`src/rtl/instr_fetch_unit.sv`:
```
// PC generation and fetch queue feeding decode.
// Registered head output; redirect flushes, halt is sticky.
module instr_fetch_unit #(
  parameter logic [31:0] RESET_PC    = 32'h0000_0000,
  parameter int          QUEUE_DEPTH = 4
) (
  input  logic                           clk,
  input  logic                           rst_n,
  output logic [31:0]                    imem_addr,
  input  logic [31:0]                    imem_instr,
  input  logic                           redirect_valid,
  input  logic [31:0]                    redirect_pc,
  input  logic                           halt_req,
  output logic                           out_valid,
  input  logic                           out_ready,
  output logic [31:0]                    out_instr,
  output logic [31:0]                    out_pc,
  output logic                           halted,
  output logic [$clog2(QUEUE_DEPTH):0]   q_count
);

  localparam int PW = $clog2(QUEUE_DEPTH);
  localparam int CW = PW + 1;

  typedef enum logic {
    S_RUN,
    S_HALT
  } state_t;

  state_t         state;
  logic [31:0]    pc;
  logic [31:0]    mem_pc    [QUEUE_DEPTH];
  logic [31:0]    mem_instr [QUEUE_DEPTH];
  logic [PW-1:0]  wr_ptr;
  logic [PW-1:0]  rd_ptr;
  logic [CW-1:0]  count;
  logic           pop;
  logic           push;
  logic [PW-1:0]  rd_next;
  logic [CW-1:0]  remain;

  assign imem_addr = pc;
  assign q_count   = count;
  assign halted    = (state == S_HALT);

  // Handshake and next head pointer
  always_comb begin
    pop     = out_valid & out_ready;
    push    = (state == S_RUN) & ~redirect_valid & ~halt_req &
              ((count < CW'(QUEUE_DEPTH)) | pop);
    rd_next = rd_ptr + PW'(pop);
    remain  = count - CW'(pop);
  end

  // Queue storage, written at the tail on every push
  always_ff @(posedge clk) begin
    if (push) begin
      mem_pc[wr_ptr]    <= pc;
      mem_instr[wr_ptr] <= imem_instr;
    end
  end

  // PC, state, pointers and registered head output
  always_ff @(posedge clk or negedge rst_n) begin
    if (!rst_n) begin
      pc        <= RESET_PC;
      state     <= S_RUN;
      wr_ptr    <= '0;
      rd_ptr    <= '0;
      count     <= '0;
      out_valid <= 1'b0;
      out_instr <= '0;
      out_pc    <= '0;
    end else if (redirect_valid) begin
      pc        <= {redirect_pc[31:2], 2'b00};
      state     <= S_RUN;
      wr_ptr    <= '0;
      rd_ptr    <= '0;
      count     <= '0;
      out_valid <= 1'b0;
    end else begin
      if (halt_req) state <= S_HALT;
      if (push) begin
        pc     <= pc + 32'd4;
        wr_ptr <= wr_ptr + PW'(1);
      end
      rd_ptr    <= rd_next;
      count     <= remain + CW'(push);
      out_valid <= (remain != '0) | push;
      if (remain != '0) begin
        out_pc    <= mem_pc[rd_next];
        out_instr <= mem_instr[rd_next];
      end else if (push) begin
        out_pc    <= pc;
        out_instr <= imem_instr;
      end
    end
  end

endmodule

```
`config.mk`:
```
export PLATFORM = sky130hd
export DESIGN_NAME = instr_fetch_unit
export DESIGN_NICKNAME = d
export VERILOG_FILES = /design/src/rtl/instr_fetch_unit.sv
export SDC_FILE = /design/constraint.sdc
export NUM_CORES = 1
export LEC_CHECK = 0
export ABC_CLOCK_PERIOD_IN_PS = 2700
export CORE_UTILIZATION = 40
export CTS_CLUSTER_DIAMETER = 80
export DETAILED_ROUTE_END_ITERATION = 6
export PLACE_DENSITY = 0.62
export SLEW_MARGIN = 10
export SYNTH_ARGS = -nofsm -noshare
export SYNTH_HDL_FRONTEND = slang
export SYNTH_SLANG_ARGS = --single-unit
```
`constraint.sdc`:
```
create_clock -name clk -period 2.7 [get_ports clk]
set_input_delay 0.27 -clock clk [delete_from_list [all_inputs] [get_ports clk]]
set_output_delay 0.27 -clock clk [all_outputs]
set_load 0.05 [all_outputs]
```
==> run_results.csv <==
group,metric,value,unit
placement,gpl.final_weighted_congestion,0.754,
logic_synthesis,ys_seq_area_share,58.8,%
worst_hold_path,min_path_type,"input pin to flip-flop",
die,die_area,0.0432,mm²
clock_network,cts_buffers,39,
clock_network,clock_latency,0.54,ns
grt,grt_pass1_vias,12500,
power,power-per-cell-area,973,mW/mm²
clock_network,tritoncts,"yes",
die,core,0.0419,mm²
worst_setup_path,crit_required,3.14,ns
power,internal_power,12.2,mW
sta,fmax,0.394,GHz
clock_network,ctsRootBufferMaster,"clkbuf_16",
worst_setup_path,cp.arrival,2.98,ns
power,p_clk_share,25.5,%
placement,post-dp-hpwl,26600,µm
die,start_util,40.5,%
power,ir_worst_vdd,0.495,mV
power,pwr-share-seq,35.4,%
sta,period_needed,2.54,ns
routing,num_vias,12400,
routing,drt_pass1_iterations,5,
worst_setup_path,crit_fanout,106,
logic_synthesis,ys.flop_type,"edfxtp_1",
logic_synthesis,yosys_warnings,0,
sta,finalSetupViolCount,0,
final_layout,areaGrowthSynthToFinish,20.6,%
die,rows,75,
worst_setup_path,crit_path_end_kind,"flip-flop",
logic_synthesis,synth_area,0.0170,mm²
clock_network,clk_pin_slew,0.06,ns
final_layout,drive_gt1_share,11.5,%
worst_setup_path,path_class,"flip-flop to flip-flop",
power,p_leak,7.85,nW
routing,drc,0,
final_layout,antenna_cells,0,
power,power.total,19.9,mW
clock_network,clockBufferDepth,3,
sta,relSlewSlack,40.6,%
power,power_switching,7.68,mW
routing,drtAntennaViolNets,0,
grt,grt_pass1_wl,69800,µm
logic_synthesis,avgSynthCellArea,11.5,µm²
grt,groute.usage.overall,20.7,%
placement,port_buffers,163,
sta,finalMaxSlewViolations,0,
routing,via_per_inst,5.68,
die,die_x,208,µm
grt,grt_max_degree,107,
sta,rsz0062_at_grt,"false",
sta,tns,0,ns
logic_synthesis,synth_cell_types,48,
status,status,"finished clean",
routing,drt_iter0_markers,910,
final_layout,fin_util,48.8,%
worst_setup_path,startpoint_type,"flip-flop",
logic_synthesis,async_flop_share,28.9,%
grt,grt.overflow.total,0,
power,swShare,38.6,%
sta,whs,0.132,ns
job,cap_violations,0,
die,io_pins,170,
sta,worst_pin_slew,0.891,ns
routing,wl_per_cell,20.5,µm
final_layout,nets,1687,
power,combinationalPowerShare,39.1,%
sta,finalCritPeriodShare,94.0,%
clock_network,cts_sinks,349,
clock_network,htree_levels,2,
routing,routed_wl,44700,µm
logic_synthesis,synth-edff-count,248,
logic_synthesis,syn_inst,1477,
logic_synthesis,ys_ff_latch,349,
sta,fin_worst_skew,0.0102,ns
sta,finalHoldViolations,0,
die,die_h,208,µm
grt,antenna_found_initial,0,
[sequential cells by signal (all words and copies together), names as in the netlist, 2 cells and up]
register,flops
mem_instr,128
mem_pc,120
out_instr,32
imem_addr,30
out_pc,30
q_count,3
rd_ptr,2
wr_ptr,2
[stage by stage]
stage	cell area, µm²	setup slack [ns]	std cells
after detailed placement	19200	0.127	2107
after global placement	19200	0.141	2107
after floorplan	17000	0.144	1480
after CTS	20400	0.0845	2179
after global routing	20400	0.00675	2179
final	20400	0.162	2179
[Yosys cell counts (all sizes together) (2+ instances only)]
cell	count	share of area, %
nand2	291	6.5
nor2b	3	0.11
inv	68	1.5
and4	3	0.17
mux2i	63	3.7
a221oi	61	5.3
o21ai	92	2.7
a31oi	62	2.3
ha	8	0.59
nor2	72	1.6
and2	10	0.38
a21oi	2	0.059
nor3	8	0.37
and3	69	2.5
dfrtp	101	15
nor4	5	0.37
xnor2	16	0.87
xor2	19	0.98
a32oi	61	3.2
clkbuf	46	1.0
nand3	10	0.30
nand4	11	0.53
buf	77	2.9
a211oi	61	2.7
edfxtp	248	44
[timing repair]
action	in CTS	in global routing
hold buffers	1	0
pin swaps	0	0
gates resized for setup	1	2
endpoints found under the setup margin	1	13
endpoints found under the hold margin	30	0
buffers inserted	0	0
[cells by family after synthesis]
family / synth area share [%]
AO/OA/AOI/OAI: 16.5
XOR/XNOR: 1.85
adder cells (fa/ha/maj): 0.590
buffers and inverters: 5.42
flip-flops: 58.8
multiplexers: 3.79
other: 0.0221
AND/OR/NAND/NOR: 13.0
[area by class of cell]
type / count / area (µm²)
multi-input cells: 940 / 6140
fillers: 3723 / 21400
clock buffers: 56 / 1080
well taps: 539 / 674
clock inverters: 15 / 128
repair buffers: 212 / 2180
flip-flops and latches: 349 / 9980
inverters: 68 / 255
[power by group through the flow]
stage | Sequential, mW | Combinational (mW) | Clock (mW)
3_5_place_dp | 7.15 | 7.79 | 0
5_1_grt | 7.14 | 8.27 | 5.39
6_report | 7.04 | 7.78 | 5.07
4_1_cts | 7.05 | 7.82 | 5.18
2_1_floorplan | 8.79 | 3.76 | 0
3_3_place_gp | 7.13 | 7.70 | 0
[layout by cell type, fill, tap and decap left out, types with 3 or more instances in the layout]
cell type,synthesis,final
nand2_1,290,290
edfxtp_1,248,248
clkdlybuf4s50_1,0,159
dfrtp_1,101,98
nor2_1,71,71
o21ai_0,70,70
and3_1,69,69
inv_1,68,68
mux2i_1,63,63
a211oi_1,61,61
a31oi_1,61,61
a32oi_1,61,61
a221oi_2,58,58
clkbuf_16,0,41
buf_4,12,33
o21ai_1,22,22
xor2_1,19,19
clkbuf_1,46,15
buf_12,0,15
xnor2_1,15,14
nand3_1,10,10
nand4_1,9,9
ha_1,8,8
nor3_1,6,6
clkinv_1,0,6
and2_4,0,5
nor4_2,5,5
and2_1,9,4
conb_1,1,4
clkinvlp_4,0,4
a221oi_1,3,3
clkinv_2,0,3
[routing by layer]
layer  part of all wire (%)  vias to the layer above  GRT usage [%]
li1                       -                     5735              -
met1                     43                     6177           26.5
met2                     49                      377           36.0
met3                    4.9                       82           3.12
met4                    2.2                        0           6.49
met5                      0                        -              0
[path summary, 6_finish.rpt]
kind	slack (ns)	from	cells after the start	endpoint
max in group asynchronous	1.66	rst_n	3	imem_addr[11]$_DFFE_PN0P_
max	0.16	out_valid$_DFF_PN0_	7	out_instr[5]$_DFFE_PN0P_
max reg2reg	0.16	out_valid$_DFF_PN0_	7	out_instr[5]$_DFFE_PN0P_
min	0.13	redirect_valid	2	imem_addr[2]$_DFFE_PN0P_
min reg2reg	0.53	out_instr[2]$_DFFE_PN0P_	2	out_instr[2]$_DFFE_PN0P_
min in group asynchronous	0.24	rst_n	2	out_instr[18]$_DFFE_PN0P_
[worst max-delay path: stages (launching register included)]
cell	delay, ns
dfrtp_2	0.49
nand2_8	0.10
buf_12	0.37
buf_4	0.60
a211oi_1	0.17
a31oi_1	0.20
o21ai_0	0.16
a221oi_2	0.27
(Power assumes the default switching activity.)
